File: src/rtl/updown_sweep_pkg.sv
// updown_sweep_pkg: shared state encoding and mode/direction constants
// for the triangle sweep sequencer.
package updown_sweep_pkg;

    typedef enum logic [1:0] {
        IDLE      = 2'd0,
        RAMP_UP   = 2'd1,
        DWELL_HI  = 2'd2,
        RAMP_DOWN = 2'd3
    } state_t;

    localparam logic MODE_ONESHOT = 1'b0;
    localparam logic MODE_CONT    = 1'b1;

    localparam logic DIR_UP   = 1'b0;
    localparam logic DIR_DOWN = 1'b1;

endpackage

File: src/rtl/updown_count_core.sv
// updown_count_core: WIDTH-bit up/down counter; load has priority over en,
// up_down=1 counts down.
module updown_count_core #(
    parameter int WIDTH = 8
) (
    input  logic             clk,
    input  logic             reset,
    input  logic             en,
    input  logic             load,
    input  logic [WIDTH-1:0] load_val,
    input  logic             up_down,
    output logic [WIDTH-1:0] count
);

    always_ff @(posedge clk or posedge reset) begin
        if (reset)
            count <= '0;
        else if (load)
            count <= load_val;
        else if (en)
            count <= up_down ? count - WIDTH'(1) : count + WIDTH'(1);
    end

endmodule

File: src/rtl/updown_sweep_ctrl.sv
// updown_sweep_ctrl: drives an up/down counter through lo->hi->lo triangle
// sweeps with a dwell at hi, in one-shot or continuous mode.
module updown_sweep_ctrl
    import updown_sweep_pkg::*;
#(
    parameter int WIDTH   = 8,
    parameter int DWELL_W = 8
) (
    input  logic               clk,
    input  logic               reset,
    input  logic               start,
    input  logic               stop,
    input  logic               mode,
    input  logic [WIDTH-1:0]   lo,
    input  logic [WIDTH-1:0]   hi,
    input  logic [DWELL_W-1:0] dwell,
    output logic [WIDTH-1:0]   count,
    output logic               dir,
    output logic               busy,
    output logic               at_hi,
    output logic               at_lo,
    output logic               done,
    output logic               err
);

    state_t               state, state_n;
    logic [WIDTH-1:0]     lo_q, hi_q;
    logic [DWELL_W-1:0]   dwell_q, dwell_cnt, dwell_cnt_n;
    logic                 mode_q;
    logic                 dir_n, at_hi_n, at_lo_n, done_n, err_n;
    logic                 load, en, up_down;
    logic                 eq, hit;

    assign eq   = (lo_q == hi_q);
    assign busy = (state != IDLE);
    // After a bottom turnaround the first value shown is lo+1 (or lo itself
    // when lo==hi); if that value is already hi, go straight to the dwell.
    assign hit  = eq || (lo_q + WIDTH'(1) == hi_q);

    updown_count_core #(.WIDTH(WIDTH)) u_core (
        .clk      (clk),
        .reset    (reset),
        .en       (en),
        .load     (load),
        .load_val (lo),
        .up_down  (up_down),
        .count    (count)
    );

    always_comb begin
        state_n     = state;
        dir_n       = dir;
        at_hi_n     = 1'b0;
        at_lo_n     = 1'b0;
        done_n      = 1'b0;
        err_n       = err;
        dwell_cnt_n = dwell_cnt;
        load        = 1'b0;
        en          = 1'b0;
        up_down     = DIR_UP;
        if (state == IDLE) begin
            if (start && !stop) begin
                if (lo > hi) begin
                    err_n = 1'b1;
                end else begin
                    load        = 1'b1;
                    err_n       = 1'b0;
                    dir_n       = DIR_UP;
                    state_n     = (lo == hi) ? DWELL_HI : RAMP_UP;
                    at_hi_n     = (lo == hi);
                    dwell_cnt_n = dwell;
                end
            end
        end else if (stop) begin
            state_n = IDLE;
        end else begin
            case (state)
                RAMP_UP: begin
                    en = 1'b1;
                    if (count == hi_q - WIDTH'(1)) begin
                        state_n     = DWELL_HI;
                        at_hi_n     = 1'b1;
                        dwell_cnt_n = dwell_q;
                    end
                end
                DWELL_HI: begin
                    if (dwell_cnt != '0) begin
                        dwell_cnt_n = dwell_cnt - DWELL_W'(1);
                    end else begin
                        // lo==hi holds the count for one extra bottom-turnaround cycle
                        state_n = RAMP_DOWN;
                        dir_n   = DIR_DOWN;
                        en      = !eq;
                        up_down = DIR_DOWN;
                        at_lo_n = eq || (count - WIDTH'(1) == lo_q);
                        done_n  = at_lo_n && (mode_q == MODE_ONESHOT);
                    end
                end
                RAMP_DOWN: begin
                    if (count != lo_q) begin
                        en      = 1'b1;
                        up_down = DIR_DOWN;
                        at_lo_n = (count - WIDTH'(1) == lo_q);
                        done_n  = at_lo_n && (mode_q == MODE_ONESHOT);
                    end else if (mode_q == MODE_ONESHOT) begin
                        state_n = IDLE;
                    end else begin
                        en          = !eq;
                        dir_n       = DIR_UP;
                        state_n     = hit ? DWELL_HI : RAMP_UP;
                        at_hi_n     = hit;
                        dwell_cnt_n = dwell_q;
                    end
                end
                default: ;
            endcase
        end
    end

    always_ff @(posedge clk or posedge reset) begin
        if (reset) begin
            state     <= IDLE;
            lo_q      <= '0;
            hi_q      <= '0;
            dwell_q   <= '0;
            mode_q    <= MODE_ONESHOT;
            dwell_cnt <= '0;
            dir       <= DIR_UP;
            at_hi     <= 1'b0;
            at_lo     <= 1'b0;
            done      <= 1'b0;
            err       <= 1'b0;
        end else begin
            state     <= state_n;
            dwell_cnt <= dwell_cnt_n;
            dir       <= dir_n;
            at_hi     <= at_hi_n;
            at_lo     <= at_lo_n;
            done      <= done_n;
            err       <= err_n;
            if (load) begin
                lo_q    <= lo;
                hi_q    <= hi;
                dwell_q <= dwell;
                mode_q  <= mode;
            end
        end
    end

endmodule

File: config.mk
export PLATFORM = sky130hd
export DESIGN_NAME = updown_sweep_ctrl
export DESIGN_NICKNAME = d
export VERILOG_FILES = /design/src/rtl/updown_sweep_pkg.sv /design/src/rtl/updown_count_core.sv /design/src/rtl/updown_sweep_ctrl.sv
export SDC_FILE = /design/constraint.sdc
export NUM_CORES = 1
export LEC_CHECK = 0
export ABC_AREA = 1
export BUFFER_PORTS_ARGS = -buffer_cell sky130_fd_sc_hd__buf_4
export CELL_PAD_IN_SITES_DETAIL_PLACEMENT = 0
export CELL_PAD_IN_SITES_GLOBAL_PLACEMENT = 1
export CORE_AREA = 2 2 102 104
export DETAILED_ROUTE_END_ITERATION = 7
export DIE_AREA = 0 0 104 106
export PLACE_DENSITY_LB_ADDON = 0.1
export SETUP_SLACK_MARGIN = 0.2
export SLEW_MARGIN = 20
export SYNTH_ARGS = -nofsm -noshare
export SYNTH_HDL_FRONTEND = slang
export SYNTH_HIERARCHICAL = 1
export SYNTH_SLANG_ARGS = --single-unit
File: constraint.sdc
create_clock -name clk -period 3.9 [get_ports clk]
set_input_delay 0.195 -clock clk [delete_from_list [all_inputs] [get_ports clk]]
set_output_delay 0.195 -clock clk [all_outputs]
set_load 0.005 [all_outputs]
-- After elaboration in Yosys (flattened, before gate mapping)
Index checks and enable logic that the tools add are counted.
- add/sub/neg operators: 5
- magnitude comparators: 1
- equal/unequal tests: 20
- multiplexer cells: 64
- bitwise gates (word level): 1
- reduce and logical (&&, ||, !) cells: 18
- operators with widths (cell ; number):
    $mux W8 ; 11
    $eq A8 B8 Y1 ; 5
    $mux W1 ; 35
    $pmux W8 S3 ; 1
    $sub A8 B1 Y8 const B ; 3
    $mux W2 ; 10
    $add A8 B1 Y8 const B ; 2
    $ne A3 B3 Y1 const B ; 5
    $ne A4 B4 Y1 const B ; 3
    $pmux W1 S2 ; 5
    $gt A8 B8 Y1 ; 1
    $ne A8 B8 Y1 ; 1
    $reduce_and A8 Y1 ; 1
    $reduce_bool A8 Y1 ; 1
    $reduce_and A7 Y1 ; 1
    $pmux W2 S3 ; 1
    $reduce_and A6 Y1 ; 1
    $reduce_bool A5 Y1 ; 1
    $eq A2 B2 Y1 const B ; 2
    $ne A2 B1 Y1 const B ; 2
    $reduce_bool A2 Y1 ; 2
    $reduce_bool A4 Y1 ; 1
    $logic_and A1 B1 Y1 ; 3
    $pmux W1 S3 ; 1
    other kinds (8) ; 10
- register bits: 48
- output and inout bits: 14

-- Logic depth before layout (Yosys ltp)
Gate-level depths: netlist (run 1).
- word-level depth: 9
- depth in mapped cells: 18
- mapped depth without buffers: 18

-- Modules after synthesis
The synthesis (run 1) kept the hierarchy.
- modules (own cells, without submodules) (module ; times used ; cells each ; area an instance (um2)):
    updown_sweep_ctrl ; 1 ; 473 ; 3163.0
    updown_count_core ; 1 ; 95 ; 714.4

-- Worst setup path after synthesis (run 1)
Ideal clock, no wire load.
- path kind: flip-flop to flip-flop
- start: register dwell_cnt[0]
- end: register u_core.count[6]
- library setup time: 0.121 ns
- arrival: 2.595 ns
- data required time: 3.779 ns
- slack: 1.184 ns
- stages on the path, launching flop included: 19
- buffers on the path: 0
- path through: dfrtp_1 -> inv_1 -> ha_1 -> nand2_1 -> nor2_2 -> nand3_1 -> nor2_2 -> nand2_1 -> a21oi_1 -> inv_1 -> fa_1 -> inv_1 -> nand2_1 -> nand2_1 -> nand3b_2 -> nand2_1 -> nand2_1 -> nand3_1 -> nand2_1
- cells in the longest elaborated chain, start to end: 8
- elaborated cells on any way between the ends: 13
- ends and longest elaborated chain (element ; line ; RTL):
    from (decl) ; updown_sweep_ctrl.sv:28 ; logic [DWELL_W-1:0] dwell_q, dwell_cnt, dwell_cnt_n;
    from (signal assigned) ; updown_sweep_ctrl.sv:135 ; dwell_cnt <= dwell_cnt_n;
    $reduce_bool A8 Y1 ; updown_sweep_ctrl.sv:87 ; if (dwell_cnt != '0) begin
    $mux W1 ; updown_sweep_ctrl.sv:87 ;
    $pmux W1 S2 ; updown_sweep_ctrl.sv:77 ; case (state)
    $mux W1 ; updown_sweep_ctrl.sv:74 ; end else if (stop) begin
    $mux W1 ; updown_sweep_ctrl.sv:61 ; if (state == IDLE) begin
    named net up_down ; updown_sweep_ctrl.sv:31 ; logic load, en, up_down;
    $mux W8 ; updown_count_core.sv:21 ; count <= up_down ? count - WIDTH'(1) : count + WIDTH'(1);
    $mux W8 ; updown_count_core.sv:20 ; else if (en)
    $mux W8 ; updown_count_core.sv:18 ; else if (load)
    to (signal assigned) ; updown_count_core.sv:19 ; count <= load_val;
    to (signal assigned) ; updown_count_core.sv:21 ;
    to (decl) ; updown_count_core.sv:12 ; output logic [WIDTH-1:0] count
The timed path passes the listed nets, and every way through them passes these cells. The select of a mux whose other input is x is not followed.
A chain may end at the register's enable or synchronous reset.

-- Worst setup path in the final report (run 1)
- start: register state[1]
- end: register u_core.count[6]
- cells in the longest elaborated chain, start to end: 7
- elaborated cells on any way between the ends: 15
- ends and longest elaborated chain (element ; line ; RTL):
    from (decl) ; updown_sweep_ctrl.sv:26 ; state_t state, state_n;
    from (signal assigned) ; updown_sweep_ctrl.sv:134 ; state <= state_n;
    $eq A2 B2 Y1 ; updown_sweep_ctrl.sv:77 ;
    $pmux W1 S2 ; updown_sweep_ctrl.sv:77 ;
    $mux W1 ; updown_sweep_ctrl.sv:74 ;
    $mux W1 * ; updown_sweep_ctrl.sv:61 ;
    named net up_down ; updown_sweep_ctrl.sv:31 ;
    $mux W8 * ; updown_count_core.sv:21 ;
    $mux W8 * ; updown_count_core.sv:20 ;
    $mux W8 * ; updown_count_core.sv:18 ;
Mark *: on every way through the listed nets, which the timed path passes. The rest lies on a longest branch. The select of a mux whose other input is x is not followed.

==> results of run 1 <==
## worst max-delay path by stage
stage / from / end / slack (ps)
after floorplan: dwell_cnt[0]$_DFFE_PP0P_ / u_core/count[6]$_DFFE_PP0P_ / 1180
after detailed placement: state[1]$_DFFE_PP0P_ / u_core/count[6]$_DFFE_PP0P_ / 610
after CTS: state[1]$_DFFE_PP0P_ / u_core/count[6]$_DFFE_PP0P_ / 580
final: state[1]$_DFFE_PP0P_ / u_core/count[6]$_DFFE_PP0P_ / 640
after global placement: state[0]$_DFFE_PP0P_ / u_core/count[6]$_DFFE_PP0P_ / 750
after global routing: state[1]$_DFFE_PP0P_ / u_core/count[6]$_DFFE_PP0P_ / 200
## worst register-to-register path: stages (launching register included)
cell and delay (ps):
dfrtp_1 420, inv_1 100, ha_1 410, nor2_2 320
inv_1 120, a21oi_1 690, inv_1 140, fa_1 430
inv_1 70, nand2_1 40, nand2_1 100, nand3b_2 90
nand2_1 60, nand2_1 40, nand3_1 70, nand2_1 50
## layout by cell type (no fill, tap or decap), types with 4 or more instances in the layout
| cell | count |
|---|---|
| buf_4 | 46 |
| nor3_1 | 5 |
| dfrtp_1 | 48 |
| a22oi_1 | 4 |
| ha_1 | 22 |
| mux2_2 | 6 |
| inv_2 | 7 |
| o21ai_0 | 35 |
| clkbuf_8 | 5 |
| inv_1 | 65 |
| nand2_1 | 192 |
| a21oi_1 | 15 |
| nand3_1 | 50 |
| xnor2_1 | 16 |
| xor2_1 | 10 |
| nor2_2 | 5 |
| nor2_1 | 45 |
| nand3b_1 | 5 |
## kinds of logic (layout without fill, tap and decap cells)
kind of cell / count (synthesis) / in the layout / synth area share
buf+inv: 85 / 128 / 0.0900
mux: 6 / 6 / 0.0174
xor+xnor: 26 / 26 / 0.0587
fa+ha+maj: 23 / 23 / 0.0762
compound gates: 65 / 65 / 0.0981
flops: 48 / 48 / 0.310
simple gates: 315 / 315 / 0.350
## per-layer routing
layer  track usage  share of wire  vias to the layer above
met4        0.0656          0.017                        0
li1              -              -                     1888
met1         0.299           0.51                     1676
met3        0.0349          0.036                       12
met2         0.306           0.43                       59
met5             0              0                        -
## flip-flops by register name, summed over array words and instances (netlist names), 2 cells and up
register	cells
hi_q	8
u_core/count	8
state	2
dwell_q	8
lo_q	8
dwell_cnt	8
## synth_stat cells, drive strengths merged, types with 4 or more instances
cell type,number,area [um2]
nand2,197,767
inv,72,270
nand3,50,250
nor2,50,200
dfrtp,48,1200
o21ai,36,184
ha,22,275
a21oi,17,100
xnor2,16,140
xor2,10,87.6
buf,8,55.1
nand3b,7,68.8
mux2,6,67.6
nor3,5,25.0
a22oi,4,30.0
## cell type report
type	count	area (um2)	share of cell area
multi-input combinational	435	2330	0.524
sequential	48	1200	0.271
timing repair buffer	47	355	0.0800
inverter	75	287	0.0645
tap	136	170	0.0383
clock buffer	5	68.8	0.0155
clock inverter	1	30.0	0.00676
## report_power, final
part	switching (mW)	total [mW]	internal, mW
clock	0.180	0.364	0.185
sequential	0.313	1.04	0.723
combinational	1.18	1.99	0.816
## timing repair
action	4_1_cts	5_1_grt
resized for setup	0	0
endpoints found under the hold margin	8	0
hold buffers	1	0
==> results.md, run 1 <==
- The post-synthesis cell type count is 37.
- At the worst endpoint, the arrival time is 3460 ps.
- The largest clock skew in the final design is 7.33 ps.
- The post-synth net total is 620.
- The number of flops mapped to enable cells by yosys is 0.
- Wires add up to 10.5 mm.
- Hold is met by 90.9 ps.
- The prevailing post-synth register cell is dfrtp_1.
- Walking the worst path, the cells encountered are inv_1 -> ha_1 -> nor2_2 -> inv_1 -> a21oi_1 -> inv_1 -> fa_1 -> inv_1 -> nand2_1 -> nand2_1 -> nand3b_2 -> nand2_1 -> nand2_1 -> nand3_1 -> nand2_1.
- Summed over all nets, the half-perimeter wirelength after detailed placement is 8.28 mm.
- The longest individual stage delay on the worst path is 690 ps.
- After synthesis, the share of flip-flops with an asynchronous set or reset is 1.00.
- The number of antenna violations at the first check in global routing is 0.
- In this run the clock root is driven by a clkbuf_8.
- For this run, the share of the core covered by cells in the final layout is 0.444.
- The antenna violation net count after detailed routing is 0.
- The area growth from synthesis to layout is 14.5%.
- The largest net degree at the start of global routing is 41.
- Data on the critical path is required at its endpoint by 4110 ps.
- The area after detailed placement is 4330 um2.
- At the later pin of the worst-skew pair, clock insertion delay measures 310 ps.
- At the end of routability-driven placement, the weighted congestion stood at 0.853.
- Pin placement for this block handled 43 I/O pins.
- The number of pins with negative max-slew slack in the final report is 0.
- The CTS H-tree depth is 2.
- The post-CTS clock slew at the launch and capture registers of the worst setup and hold paths is 90 ps.
- The cell type group with the largest total delay on the critical path is adder cells.
- The part of the Yosys area used for sequential elements is 0.310.
- In this run the standard cell core region covers 10000 um2.
- The actual transition at the worst max-transition pin is 871 ps.
- During placement, the flow inserted port buffers numbering 42.
- The maximum fanout count along the critical path is 19.
- The worst register-to-register path has a setup slack of 640 ps.
- The final critical-path share of the clock period is 0.835.
- In this run the critical register-to-register path is captured at u_core/count[6]$_DFFE_PP0P_.
- The first global-routing pass estimated 17.8 mm of wire.
- Setup repair after global routing left no endpoint under its margin.
- IR analysis of the VDD net gives a maximum drop of 337 uV.
- Counting both buffers and inverters, the worst setup path holds a total of 4.
- The fill cell instance count of the final layout is 1,091.
- The die boundary height is 106 um.
- The clock tree from TritonCTS is yes.
- The startpoint of the lowest-slack register-to-register path is state[1]$_DFFE_PP0P_.
- Static timing analysis puts the maximum clock frequency at 0.307 GHz.
- For the worst flop-to-flop path, the logic depth is 15.
- The via count of the first global-routing pass came to 3,528.
- Including well taps, the total number of placed cells is 740.
- Once layout is complete, the cells apart from fillers number 747.
- The detailed-route vias per instance is 4.87.
- The tool flagged a number of max-cap violations equal to 0.
- The destination of the worst hold path is hi_q[5]$_DFFE_PP0P_.
- Overall power consumption after layout is estimated at 3.39 mW.
- The maximum count of clock buffers along a single path is 2.
- STA classifies the critical path startpoint as a flop.
- The total number of placement rows is 37.
- The setup path with the least slack is of type reg2reg.
- Measured against its own limit, the worst slew margin works out to 0.420.
- For this design, the slowest cell found on the critical path is a21oi_1.
- The TritonCTS buffer count is 5.
- The tightest min-delay check is of the in2reg type.
- The count of final hold-check violations is 0.
- The critical path endpoint category is a flop.
- The depth of the worst hold-timing path is 3.
- The startpoint identified for the worst hold timing path is hi[5].
- The antenna diode count is 0.
- The critical path runs through a total of 15 cells.
- The flow ran to the end, and the final reports show no timing, DRC or antenna violations.
- The worst setup margin is 645 ps.
- Counting every sink on the clock net gives 48.
- A synthesized cell averages 6.83 um2.
- The net count of the finished layout is 664.
- After detailed routing, the average wire length per cell comes to 14.1 um.
- Across every metal layer, demand over resource in global routing totals 0.205.
- The number of cells produced by synthesis is 568.
- The post-route minimum period is 3260 ps.
- Before CTS, the worst setup slack after placement is 611 ps.
- The via count of the routed design is 3,635.
- The total grt overflow is 0.
- The share of cells above drive strength 1 is 0.141.
- Summed over all failing endpoints, the final setup total negative slack is 0 ps.
- The die is 104 um wide.
- The cell area after technology mapping is 3880 um2.
- The most repeated library cell on the critical path is nand2_1.
- The flip-flop and latch count after synthesis is 48.
- Power spread over the standard cell area amounts to 764 nW/um2.
- In this run, the number of DRC markers left after iteration 0 of detailed routing was 186.
- The analysis attributes to cell leakage a power of 2.34 nW.
- The die outline area is 11,000 um2.
- The number of warnings issued by yosys is 6.
- The area of all placed cells without fillers is 4440 um2.
- The number of setup buffers added after CTS is 0.
- The detailed-router iteration count before antenna repair is 5.
- Setup violations remaining at the end of the flow were counted as 0.
- The remaining routing DRC violations is 0.
- The initial utilization of the core area, before any placement, comes to 0.388.
Power figures use the tool's default switching activity.
==> run 2, diff against run 1 <==
--- a/config.mk
+++ b/config.mk
@@ -9,9 +9,9 @@
 export BUFFER_PORTS_ARGS = -buffer_cell sky130_fd_sc_hd__buf_4
 export CELL_PAD_IN_SITES_DETAIL_PLACEMENT = 0
 export CELL_PAD_IN_SITES_GLOBAL_PLACEMENT = 1
-export CORE_AREA = 2 2 102 104
+export CORE_AREA = 2 2 103 105
 export DETAILED_ROUTE_END_ITERATION = 7
-export DIE_AREA = 0 0 104 106
+export DIE_AREA = 0 0 105 107
 export PLACE_DENSITY_LB_ADDON = 0.1
 export SETUP_SLACK_MARGIN = 0.2
 export SLEW_MARGIN = 20
==> constraint.sdc (replaced) <==
create_clock -name clk -period 2.85 [get_ports clk]
set_input_delay 0.1425 -clock clk [delete_from_list [all_inputs] [get_ports clk]]
set_output_delay 0.1425 -clock clk [all_outputs]
set_load 0.005 [all_outputs]
==> run 2 against run 1 <==
  * Clock skew up 2.8 ps
  * Core utilization rose by 1.8 points
  * Combinational power up 53%
  * Clock-buffer cell count grew 1
  * Sequential power increased by 29%
  * Fmax rose by 29%
  * Critical endpoint unchanged
  * Cell count is 2.9% higher
  * Global-route usage down 0.20 points
  * Largest cell class unchanged
  * Cell area is 4.9% higher
  * Critical path type unchanged
  * Register-to-register slack worse by 310 ps
  * Highest routed layer unchanged
==> results.md, run 2 (synthesis gave the netlist of run 1 again) <==
- The worst voltage drop across the vdd grid is 339 uV.
- At the end of routability-driven placement, the weighted congestion stood at 0.852.
- The total power density per cell area is 1040 nW/um2.
- Of the available clock period, the critical path in the final layout requires 0.884.
- The routed layout has 3,764 vias.
- After clock tree synthesis, the clock-pin slew on the worst setup and hold paths is 100 ps.
- The buffers plus inverters on the worst setup path is 3.
- The effective utilization at floorplan is 0.384.
- The worst reg-to-reg setup slack is 330 ps.
- The worst min-delay path category is in2reg.
- The antenna diode count is 0.
- The count of buffers added on input and output ports is 42.
- The relative slew slack is 0.628.
- In this design, the largest share of critical-path delay is due to simple AND/OR/NAND/NOR gates.
- The total global-route track usage is 0.203.
- Prior to clock tree synthesis, the placed netlist has a worst setup slack of 63.0 ps.
- The number of pins with negative max-slew slack in the final report is 0.
- The first global-routing pass estimated 18.0 mm of wire.
- Measured along the y axis, the die boundary spans 107 um.
- For this run, global-route usage on met1 was measured as 0.283.
- The analysis attributes to cell leakage a power of 2.46 nW.
- The remaining routing DRC violations is 0.
- On the worst path, the slowest cell contributes a delay of 400 ps.
- The count of final hold-check violations is 0.
- The global routing stage identified its most utilized layer as met2.
- Dividing the detail-routed wire length by the instance count gives 14.5 um.
- In the final layout, the share of cells above drive strength 1 is 0.188.
- The origin of the worst min-delay path is dwell[3].
- The tool flagged a number of max-cap violations equal to 0.
- The critical path class is reg2reg.
- The library cell used most frequently in the layout, excluding fill and tap cells, is nand2_1.
- The share of the core filled with cells is 0.462.
- The initial DRC count is 158.
- The library cells used most frequently in the layout, excluding fill and tap cells, are nand2_1 (189), buf_4 (64), inv_1 (63).
- Of all nets on the critical path, the largest fanout is 5.
- In the routed layout, each cell is associated on average with a via count of 4.89.
- The count of nets left with antenna violations once routing finished came out at 0.
- Fill cells in the final layout number 1,103.
- For the pin with the worst max-slew slack, the measured transition is 559 ps.
- The endpoint identified for the worst register-to-register timing path is u_core/count[6]$_DFFE_PP0P_.
- The via count of the first global-routing pass is 3,587.
- For the worst setup path, the data arrival time is 2720 ps.
- The buffer cell driving the clock tree root is clkbuf_8.
- The area of all placed cells without fillers is 4660 um2.
- The worst setup margin is 332 ps.
- The completed layout was analyzed and its total power is 4.85 mW.
- The die is 105 um wide.
- The number of clock buffers added by TritonCTS is 5.
- The clock period could shrink to 2520 ps.
- Summed over all failing endpoints, the final setup total negative slack is 0 ps.
- The maximum count of clock buffers along a single path is 2.
- TritonCTS built the clock tree.
- In this run the critical register-to-register path is launched from dwell_cnt[0]$_DFFE_PP0P_.
- Setup repair after global routing could not meet its margin everywhere.
- The met2 layer usage reported by global route is 0.333.
- Entering global routing, the biggest net connects 41 pins.
- Counting every sink on the clock net gives 48.
- The floorplan core area is 10,100 um2.
- Setup violations remaining at the end of the flow were counted as 0.
- The maximum clock rate is 0.397 GHz.
- The post-synthesis to final-layout area growth is 20.1%.
- The critical path launch point is dwell_cnt[0]$_DFFE_PP0P_.
- For the worst setup path, the data required time is 3050 ps.
- Pin placement for this block handled 43 I/O pins.
- The critical path endpoint category is a flop.
- The capture point of the critical path is u_core/count[6]$_DFFE_PP0P_.
- The total grt overflow is 0.
- The worst register-to-register path has a depth of 18.
- For the final database, setup skew stands at 10.1 ps.
- The most repeated library cell on the critical path is nand2_1.
- The area after detailed placement is 4420 um2.
- The type of element launching the critical path is a flop.
- The signal on the critical path passes through inv_2 -> ha_2 -> nand2_1 -> nor2_2 -> nand3_2 -> nor2_4 -> nand2_4 -> a21oi_4 -> inv_2 -> fa_2 -> inv_1 -> nand2_1 -> nand2_2 -> nand3b_2 -> nand2_1 -> nand2_1 -> nand3_1 -> nand2_1.
- The number of nets in the layout is 684.
- Counting buffers and inverters, the worst setup path is 18 cells deep.
- The die covers 11,200 um2.
- The detailed placement HPWL is 8.73 mm.
- The slowest stage of the critical path is the dfrtp_1 cell.
- The final routed wirelength across all metal layers is 11.2 mm.
- The H-tree was split into 2 levels.
- The clock latency reported for the late side of the worst-skew pair is 310 ps.
- The number of antenna violations at the first check in global routing is 0.
- The first detailed-routing pass ran for 5 iterations.
- The flow ran to the end, and the final reports show no timing, DRC or antenna violations.
- The global routing met3 resource utilization is 0.0274.
- The total number of placement rows is 37.
## run 2: changes by cell type in the layout (fill, tap and decap cells not counted), moves of 2 or more
cell / change
buf_4: +18
ha_1: -3
nand2_1: -3
buf_6: +2
ha_4: +2
inv_1: -2
inv_2: +2
nand2_2: +2
## run 2: final cells by class
cell class	count	area, um2	share of cell area
Multi-Input combinational cell	435	2390	0.513
Sequential cell	48	1200	0.258
Timing Repair Buffer	67	513	0.110
Inverter	75	287	0.0615
Tap cell	136	170	0.0365
Clock buffer	6	82.6	0.0177
Clock inverter	2	13.8	0.00295
## run 2: worst min-delay path by stage
stage	to	slack, ps	depth (start not counted)
3_5_place_dp	u_core/count[3]$_DFFE_PP0P_	160	2
4_1_cts	dwell_q[3]$_DFFE_PP0P_	30	3
5_1_grt	dwell_q[7]$_DFFE_PP0P_	40	3
3_3_place_gp	u_core/count[7]$_DFFE_PP0P_	150	2
6_report	dwell_q[3]$_DFFE_PP0P_	40	3
2_1_floorplan	u_core/count[0]$_DFFE_PP0P_	-40	1
## run 2: worst min-delay path, delay by kind of cell
kind                   cells  cell delay (ps)
buffers and inverters      1               80
AOI/OAI and AO/OA          1               50
and+or+nand+nor            1               40
## run 2: per-stage QoR
step | hold WS (ps) | std cells
6_report | 36.3 | 769
5_1_grt | 42.3 | 769
4_1_cts | 27.1 | 764
3_5_place_dp | 159 | 752
3_3_place_gp | 150 | 752
2_1_floorplan | -41.8 | 568
## run 2: report_power, final
| part | internal (mW) | switching [mW] | leakage, nW |
|---|---|---|---|
| combinational | 1.28 | 1.78 | 1.81 |
| sequential | 0.990 | 0.348 | 0.593 |
| clock | 0.199 | 0.256 | 0.0516 |
## run 2: metal layers
metal | vias to the layer above | routed length [um]
li1 | 1931 | -
met1 | 1763 | 5600
met2 | 61 | 5050
met3 | 9 | 366
met4 | 0 | 161
met5 | - | 0
## run 2: repair_timing
item                                    4_1_cts  5_1_grt
endpoints found under the setup margin        4        5
pin swaps                                     3        5
hold buffers                                  1        0
hold endpoints to repair                     23        0
resized for setup                             5       10
buffers inserted                              3        5
